$ cat src/rtl/sa_pkg.sv
// Package for the sa_pe_multi processing element.
// Contents:
//   pe_mode_e - 2-bit operating mode (PRELOAD, WS, OS, DRAIN)
//   sat_res_t - result of a saturating add (clip flag + value)
//   sat_add   - signed add clipped to a w-bit two's complement range;
//               used by sa_mac_acc when SA_PE_SAT_EN is defined
package sa_pkg;

    typedef enum logic [1:0] {
        PE_PRELOAD = 2'b00,
        PE_WS      = 2'b01,
        PE_OS      = 2'b10,
        PE_DRAIN   = 2'b11
    } pe_mode_e;

    // Widest accumulator the saturating helper handles exactly
    // (the 64-bit intermediate sum cannot itself overflow below this).
    localparam int SAT_MAX_W = 63;

    typedef struct packed {
        logic               sat;
        logic signed [63:0] sum;
    } sat_res_t;

    // a and b must already be sign-extended w-bit values; the exact sum
    // is clipped to [-2^(w-1), 2^(w-1)-1] and the clip is flagged.
    function automatic sat_res_t sat_add(input logic signed [63:0] a,
                                         input logic signed [63:0] b,
                                         input int unsigned        w);
        logic signed [63:0] full_s;
        logic signed [63:0] hi_s;
        logic signed [63:0] lo_s;
        sat_res_t           res;
        full_s = a + b;
        hi_s   = (64'sd1 <<< (w - 32'd1)) - 64'sd1;
        lo_s   = -hi_s - 64'sd1;
        if (full_s > hi_s) begin
            res.sat = 1'b1;
            res.sum = hi_s;
        end else if (full_s < lo_s) begin
            res.sat = 1'b1;
            res.sum = lo_s;
        end else begin
            res.sat = 1'b0;
            res.sum = full_s;
        end
        return res;
    endfunction

endpackage

$ cat src/rtl/sa_mac_acc.sv
// Combinational signed multiply-accumulate shared by the WS and OS paths.
//   sum = addend + sext(act * weight)
// Configuration macro: SA_PE_SAT_EN - when defined the add saturates to the
// ADD_DATAWIDTH signed range and 'sat' reports a clip; otherwise the add
// wraps and the 'sat' port does not exist.
// Ports:
//   act    in  MUL_DATAWIDTH  signed activation
//   weight in  MUL_DATAWIDTH  signed weight
//   addend in  ADD_DATAWIDTH  signed psum / accumulator
//   sum    out ADD_DATAWIDTH  signed result
//   sat    out 1              clip indicator (SA_PE_SAT_EN only)
module sa_mac_acc #(
    parameter int MUL_DATAWIDTH = 8,
    parameter int ADD_DATAWIDTH = 32
) (
    input  logic signed [MUL_DATAWIDTH-1:0] act,
    input  logic signed [MUL_DATAWIDTH-1:0] weight,
    input  logic signed [ADD_DATAWIDTH-1:0] addend,
`ifdef SA_PE_SAT_EN
    output logic                            sat,
`endif
    output logic signed [ADD_DATAWIDTH-1:0] sum
);
    import sa_pkg::*;

    localparam int PROD_W = 2 * MUL_DATAWIDTH;

    logic signed [PROD_W-1:0]        prod_s;
    logic signed [ADD_DATAWIDTH-1:0] prod_ext_s;

    // Operands are widened first so the product is full precision.
    assign prod_s     = PROD_W'(act) * PROD_W'(weight);
    assign prod_ext_s = ADD_DATAWIDTH'(prod_s);

`ifdef SA_PE_SAT_EN
    sat_res_t res_s;

    if (ADD_DATAWIDTH > SAT_MAX_W) begin : g_sat_width_err
        $error("sa_mac_acc: ADD_DATAWIDTH too wide for saturating add");
    end

    // Saturating add of the widened product onto the addend.
    always_comb begin
        res_s = sat_add(64'(addend), 64'(prod_ext_s), ADD_DATAWIDTH);
    end

    assign sum = res_s.sum[ADD_DATAWIDTH-1:0];
    assign sat = res_s.sat;
`else
    assign sum = addend + prod_ext_s;
`endif

endmodule

$ cat src/rtl/sa_pe_multi.sv
// Systolic-array processing element with a bank of WEIGHT_DEPTH stationary
// weights. Modes: PRELOAD (fill bank), WS (weight-stationary MAC onto the
// incoming psum), OS (output-stationary local accumulation), DRAIN (shift
// accumulators south). Every output is registered (latency 1).
// Configuration macro: SA_PE_SAT_EN - saturating WS/OS adds plus a sticky
// internal clip flag sat_r; undefined gives wrap-around adds.
// Ports:
//   clk, rst_n     clock, async active-low reset
//   i_mode         pe_mode_e
//   i_valid        qualifies i_act/i_weight/i_psum (ignored in DRAIN)
//   i_act          activation from west
//   i_weight       weight from north (PRELOAD, OS)
//   i_psum         psum from north (WS, DRAIN)
//   i_wsel         bank entry used in WS
//   i_clear        clear OS accumulator
//   o_valid        registered valid (1 every DRAIN cycle)
//   o_act          activation to east
//   o_weight_psum  sext weight / psum / drained accumulator to south
module sa_pe_multi
    import sa_pkg::*;
#(
    parameter  int MUL_DATAWIDTH = 8,
    parameter  int ADD_DATAWIDTH = 32,
    parameter  int WEIGHT_DEPTH  = 4,
    localparam int WSEL_W        = (WEIGHT_DEPTH > 1) ? $clog2(WEIGHT_DEPTH) : 1
) (
    input  logic                            clk,
    input  logic                            rst_n,
    input  logic [1:0]                      i_mode,
    input  logic                            i_valid,
    input  logic signed [MUL_DATAWIDTH-1:0] i_act,
    input  logic signed [MUL_DATAWIDTH-1:0] i_weight,
    input  logic signed [ADD_DATAWIDTH-1:0] i_psum,
    input  logic [WSEL_W-1:0]               i_wsel,
    input  logic                            i_clear,
    output logic                            o_valid,
    output logic signed [MUL_DATAWIDTH-1:0] o_act,
    output logic signed [ADD_DATAWIDTH-1:0] o_weight_psum
);

    if (ADD_DATAWIDTH < 2 * MUL_DATAWIDTH) begin : g_width_err
        $error("sa_pe_multi: ADD_DATAWIDTH must be >= 2*MUL_DATAWIDTH");
    end
    if (WEIGHT_DEPTH < 1) begin : g_depth_err
        $error("sa_pe_multi: WEIGHT_DEPTH must be >= 1");
    end

    pe_mode_e                        mode_s;
    logic signed [MUL_DATAWIDTH-1:0] bank_r [WEIGHT_DEPTH];
    logic [WSEL_W-1:0]               wr_ptr_r;
    logic [WSEL_W-1:0]               wr_ptr_nxt_s;
    logic signed [ADD_DATAWIDTH-1:0] acc_r;
    logic signed [MUL_DATAWIDTH-1:0] bank_sel_s;
    logic signed [MUL_DATAWIDTH-1:0] mac_weight_s;
    logic signed [ADD_DATAWIDTH-1:0] mac_addend_s;
    logic signed [ADD_DATAWIDTH-1:0] mac_sum_s;
    logic signed [ADD_DATAWIDTH-1:0] weight_ext_s;

    assign mode_s       = pe_mode_e'(i_mode);
    assign weight_ext_s = ADD_DATAWIDTH'(i_weight);

    // Bank read; an i_wsel with no matching entry yields weight 0.
    always_comb begin
        bank_sel_s = '0;
        for (int i = 0; i < WEIGHT_DEPTH; i++) begin
            bank_sel_s = (i_wsel == WSEL_W'(i)) ? bank_r[i] : bank_sel_s;
        end
    end

    // Preload write pointer advance, wrapping onto the oldest entry.
    always_comb begin
        if (wr_ptr_r == WSEL_W'(WEIGHT_DEPTH - 1)) begin
            wr_ptr_nxt_s = '0;
        end else begin
            wr_ptr_nxt_s = wr_ptr_r + WSEL_W'(1);
        end
    end

    // MAC operand select: WS adds onto the incoming psum, OS onto the
    // accumulator (or onto 0 when clearing, giving clear-then-accumulate).
    always_comb begin
        mac_weight_s = '0;
        mac_addend_s = '0;
        case (mode_s)
            PE_WS: begin
                mac_weight_s = bank_sel_s;
                mac_addend_s = i_psum;
            end
            PE_OS: begin
                mac_weight_s = i_weight;
                mac_addend_s = i_clear ? '0 : acc_r;
            end
            default: begin
                mac_weight_s = '0;
                mac_addend_s = '0;
            end
        endcase
    end

`ifdef SA_PE_SAT_EN
    logic mac_sat_s;
    logic sat_r;
`endif

    sa_mac_acc #(
        .MUL_DATAWIDTH (MUL_DATAWIDTH),
        .ADD_DATAWIDTH (ADD_DATAWIDTH)
    ) u_mac (
        .act    (i_act),
        .weight (mac_weight_s),
        .addend (mac_addend_s),
`ifdef SA_PE_SAT_EN
        .sat    (mac_sat_s),
`endif
        .sum    (mac_sum_s)
    );

    // Weight bank storage, written only by valid PRELOAD cycles.
    always_ff @(posedge clk or negedge rst_n) begin
        if (!rst_n) begin
            for (int i = 0; i < WEIGHT_DEPTH; i++) begin
                bank_r[i] <= '0;
            end
        end else if (mode_s == PE_PRELOAD && i_valid) begin
            bank_r[wr_ptr_r] <= i_weight;
        end
    end

    // Output registers, accumulator and preload pointer per mode.
    always_ff @(posedge clk or negedge rst_n) begin
        if (!rst_n) begin
            o_valid       <= 1'b0;
            o_act         <= '0;
            o_weight_psum <= '0;
            acc_r         <= '0;
            wr_ptr_r      <= '0;
        end else begin
            case (mode_s)
                PE_PRELOAD: begin
                    o_valid <= i_valid;
                    if (i_valid) begin
                        wr_ptr_r      <= wr_ptr_nxt_s;
                        o_weight_psum <= weight_ext_s;
                    end
                end
                PE_WS: begin
                    wr_ptr_r <= '0;
                    o_valid  <= i_valid;
                    if (i_valid) begin
                        o_weight_psum <= mac_sum_s;
                        o_act         <= i_act;
                    end
                end
                PE_OS: begin
                    wr_ptr_r <= '0;
                    o_valid  <= i_valid;
                    if (i_valid) begin
                        acc_r         <= mac_sum_s;
                        o_act         <= i_act;
                        o_weight_psum <= weight_ext_s;
                    end else if (i_clear) begin
                        acc_r <= '0;
                    end
                end
                PE_DRAIN: begin
                    // Each PE hands its accumulator south and takes the one
                    // from above, so a column empties bottom-first.
                    wr_ptr_r      <= '0;
                    o_valid       <= 1'b1;
                    o_weight_psum <= acc_r;
                    acc_r         <= i_psum;
                end
                default: begin
                    wr_ptr_r <= '0;
                    o_valid  <= 1'b0;
                end
            endcase
        end
    end

`ifdef SA_PE_SAT_EN
    // Sticky clip flag: set by any clipped WS/OS add, cleared by i_clear in OS.
    always_ff @(posedge clk or negedge rst_n) begin
        if (!rst_n) begin
            sat_r <= 1'b0;
        end else if (mode_s == PE_OS && i_clear) begin
            sat_r <= 1'b0;
        end else if ((mode_s == PE_WS || mode_s == PE_OS) && i_valid && mac_sat_s) begin
            sat_r <= 1'b1;
        end
    end
`endif

endmodule

$ cat config.mk
export PLATFORM = sky130hd
export DESIGN_NAME = sa_pe_multi
export DESIGN_NICKNAME = d
export VERILOG_FILES = /design/src/rtl/sa_pkg.sv /design/src/rtl/sa_mac_acc.sv /design/src/rtl/sa_pe_multi.sv
export SDC_FILE = /design/constraint.sdc
export NUM_CORES = 1
export LEC_CHECK = 0
export CORE_ASPECT_RATIO = 1.75
export CORE_UTILIZATION = 55
export DETAILED_ROUTE_END_ITERATION = 16
export GPL_TIMING_DRIVEN = 0
export PLACE_DENSITY = 0.76
export SYNTH_ARGS = -nofsm -noshare
export SYNTH_HDL_FRONTEND = slang
export SYNTH_HIERARCHICAL = 1
export SYNTH_SLANG_ARGS = --single-unit
$ cat constraint.sdc
create_clock -name clk -period 14.4 [get_ports clk]
set_input_delay 4.32 -clock clk [delete_from_list [all_inputs] [get_ports clk]]
set_output_delay 4.32 -clock clk [all_outputs]
set_load 0.005 [all_outputs]
==> metrics.cfg <==
[sta]
hold_viol_final=0
finalCriticalPeriod_ns=13.17
timing.fmax_ghz=0.07595
setup_viol=0
finClkSkew_ns=0.007948
grt_setup_unrepaired=no
slew_viol_final=0
finalCritPeriodShare_pct=91.44
relSlewSlack_pct=1.391
worst_pin_slew_ns=1.467
fin_tns_setup_ns=0

[global_routing]
grt_pass1_vias=9842
grt_pass1_wl_um=51530
gr-total-overflow=0
antenna_found_initial=0
grt_max_degree=68
track_usage_pct=31.23

[critical_path]
endpoint_kind=register
critPathLaunchType=primary input
crit_arrival_ns=13.48
crit_family=adder cells
crit_path_top_delay_cell=o31ai_1
crit_top_cell=fa_1
crit_required_ns=14.71
slowest_delay_ns=1.25
critPathKind=in2reg
cp_max_fo=13
cp.buffers_inverters=5

[yosys]
synth-edff-count=0
synthFlopType=dfrtp_1
syn-cell-area_mm2=0.01142
syn_nets=1408
synthArstFlopShare_pct=100.0
yosysWarnings=6
synth_cell_types=64
synth_area_leaders=fa_1 24%, dfrtp_1 23%, ha_1 8.5%
syn_avg_cell_area_um2=10.03
yosysTopAreaCellShare_pct=23.85
ys_seq_area_share_pct=23.45
yosys_register_bits=107
synth_largest_area_cell=fa_1
netlist_instances=1138

[placed_design]
port_buffers=93
gp_congestion=0.9138
hpwl_um=25360

[status]
violations=max-capacitance violations
status=finished, violations left

[drt]
first_pass_iters=7
route.detailed.drc=0
routed_via_density=6.122
drtIter0Drc=603
route.vias.total=9164
drt-wirelength-per-cell_um=20.95
wl_um=31360
ant_nets=0

[clocking]
numCtsBuffers=9
cts.sinks=107
cts_buffer_depth=2
htree_levels=3
cts_tree=done
cts_resized=0
root_buffer=clkbuf_16
clk_latency_ns=0.37
post_cts.repair.setup_buffers=0
cts_hold_buf=0
clk_pin_slew_ns=0.08

[finish]
final_common_cell=fa_1
fillers=1715
fin_util_pct=64.18
final_nets=1514
drive_gt1_share_pct=10.57
antennaDiodeCount=0
final_cell_mix=136 x fa_1, 134 x inv_1, 107 x dfrtp_1
areaGrowthSynthToFinish_pct=14.05
multi_input_area_mm2=0.007868
seq_area_mm2=0.002678

[floorplanning]
die_h_um=192.6
core_mm2=0.02029
placement_rows=69
start_util_pct=56.27
ios=97
die_area_mm2=0.02136
die_width_um=110.9

[min_path]
hold_class=reg2reg

[power_and_ir_drop]
powerDensity_mw_per_mm2=88.06
leakage_nw=6.375
vdd_drop_max_uv=72.97

[run]
timing.max_cap.violations=1

-- flip-flops by register name, summed over array words and instances, names as in the netlist --
name / cells
acc_r: 32
bank_r: 32
o_act: 8
o_valid: 1
o_weight_psum: 32
wr_ptr_r: 2
-- Yosys cell counts, drive strengths merged (4+ instances only) --
| cell type | instances |
|---|---|
| o21a | 8 |
| mux2i | 10 |
| a22oi | 40 |
| a211oi | 4 |
| dfrtp | 107 |
| clkbuf | 27 |
| ha | 78 |
| inv | 134 |
| nand3 | 15 |
| a21boi | 10 |
| a221oi | 32 |
| nor3 | 6 |
| nor2b | 36 |
| a31oi | 6 |
| o31ai | 10 |
| mux2 | 48 |
| fa | 136 |
| nor2 | 36 |
| a22o | 32 |
| a221o | 7 |
| xor2 | 9 |
| a21o | 9 |
| buf | 38 |
| xnor2 | 21 |
| and2 | 37 |
| a21oi | 104 |
| nand2 | 90 |
| o21ai | 16 |
-- cell families after synthesis --
group,count (synthesis),share of synthesized area (%)
AOI/OAI and AO/OA,297,18.61
xor gates and xnor gates,30,2.302
adders and majority gates,214,32.40
buffers and inverters,201,7.683
DFF,107,23.45
muxes,58,5.612
and+or+nand+nor,231,9.941
-- routing by layer --
| metal | global-route usage (%) | vias to the layer above | wire length (um) | part of all wire [%] |
|---|---|---|---|---|
| met3 | 3.361 | 112 | 1402 | 4.5 |
| met2 | 56.98 | 339 | 16610 | 53 |
| met4 | 20.31 | 0 | 2262 | 7.2 |
| li1 | - | 4119 | - | - |
| met1 | 34.42 | 4594 | 11080 | 35 |
| met5 | 0 | - | 0 | 0 |
-- power breakdown --
group / internal, mW / leakage [nW] / switching, mW / total (mW)
logic: 0.220 / 4.91 / 0.285 / 0.505
registers: 0.346 / 1.32 / 0.0373 / 0.383
clock network: 0.128 / 0.150 / 0.131 / 0.259
-- per-stage QoR --
step | power (mW) | cells | setup WS (ns) | instance area (um^2) | hold slack, ns
finish | 1.146 | 1497 | 1.233 | 13020 | 0.5058
global route | 1.216 | 1497 | 0.8195 | 13020 | 0.5206
CTS | 1.146 | 1496 | 1.299 | 12990 | 0.5099
detailed placement | 0.8879 | 1480 | 0.9230 | 12680 | 0.4928
global placement | 0.8737 | 1479 | 0.6844 | 12660 | 0.4822
floorplan | 0.7005 | 1138 | 2.840 | 11420 | 0.4737
-- final cells by class --
| type | instances | share of cell area [%] |
|---|---|---|
| clock inverters | 6 | 0.4997 |
| flip-flops and latches | 107 | 20.57 |
| inverters | 136 | 3.921 |
| plain buffers | 65 | 2.816 |
| clock buffers | 10 | 1.835 |
| well taps | 248 | 2.383 |
| repair buffers | 95 | 7.553 |
| multi-input cells | 830 | 60.43 |
-- path summary, 6_finish.rpt --
| kind | startpoint | to | slack [ns] | depth (start not counted) |
|---|---|---|---|---|
| hold reg to reg | o_weight_psum[5] | o_weight_psum[5] | 0.51 | 1 |
| min in group asynchronous | rst_n | bank_r[13] | 3.93 | 1 |
| setup / recovery | i_mode[0] | o_weight_psum[30] | 1.23 | 25 |
| setup reg to reg | bank_r[27] | o_weight_psum[30] | 6.54 | 21 |
| max in group asynchronous | rst_n | acc_r[16] | 9.73 | 2 |
| hold / removal | o_weight_psum[5] | o_weight_psum[5] | 0.51 | 1 |
No activity file was read; power rests on OpenSTA's default activity.
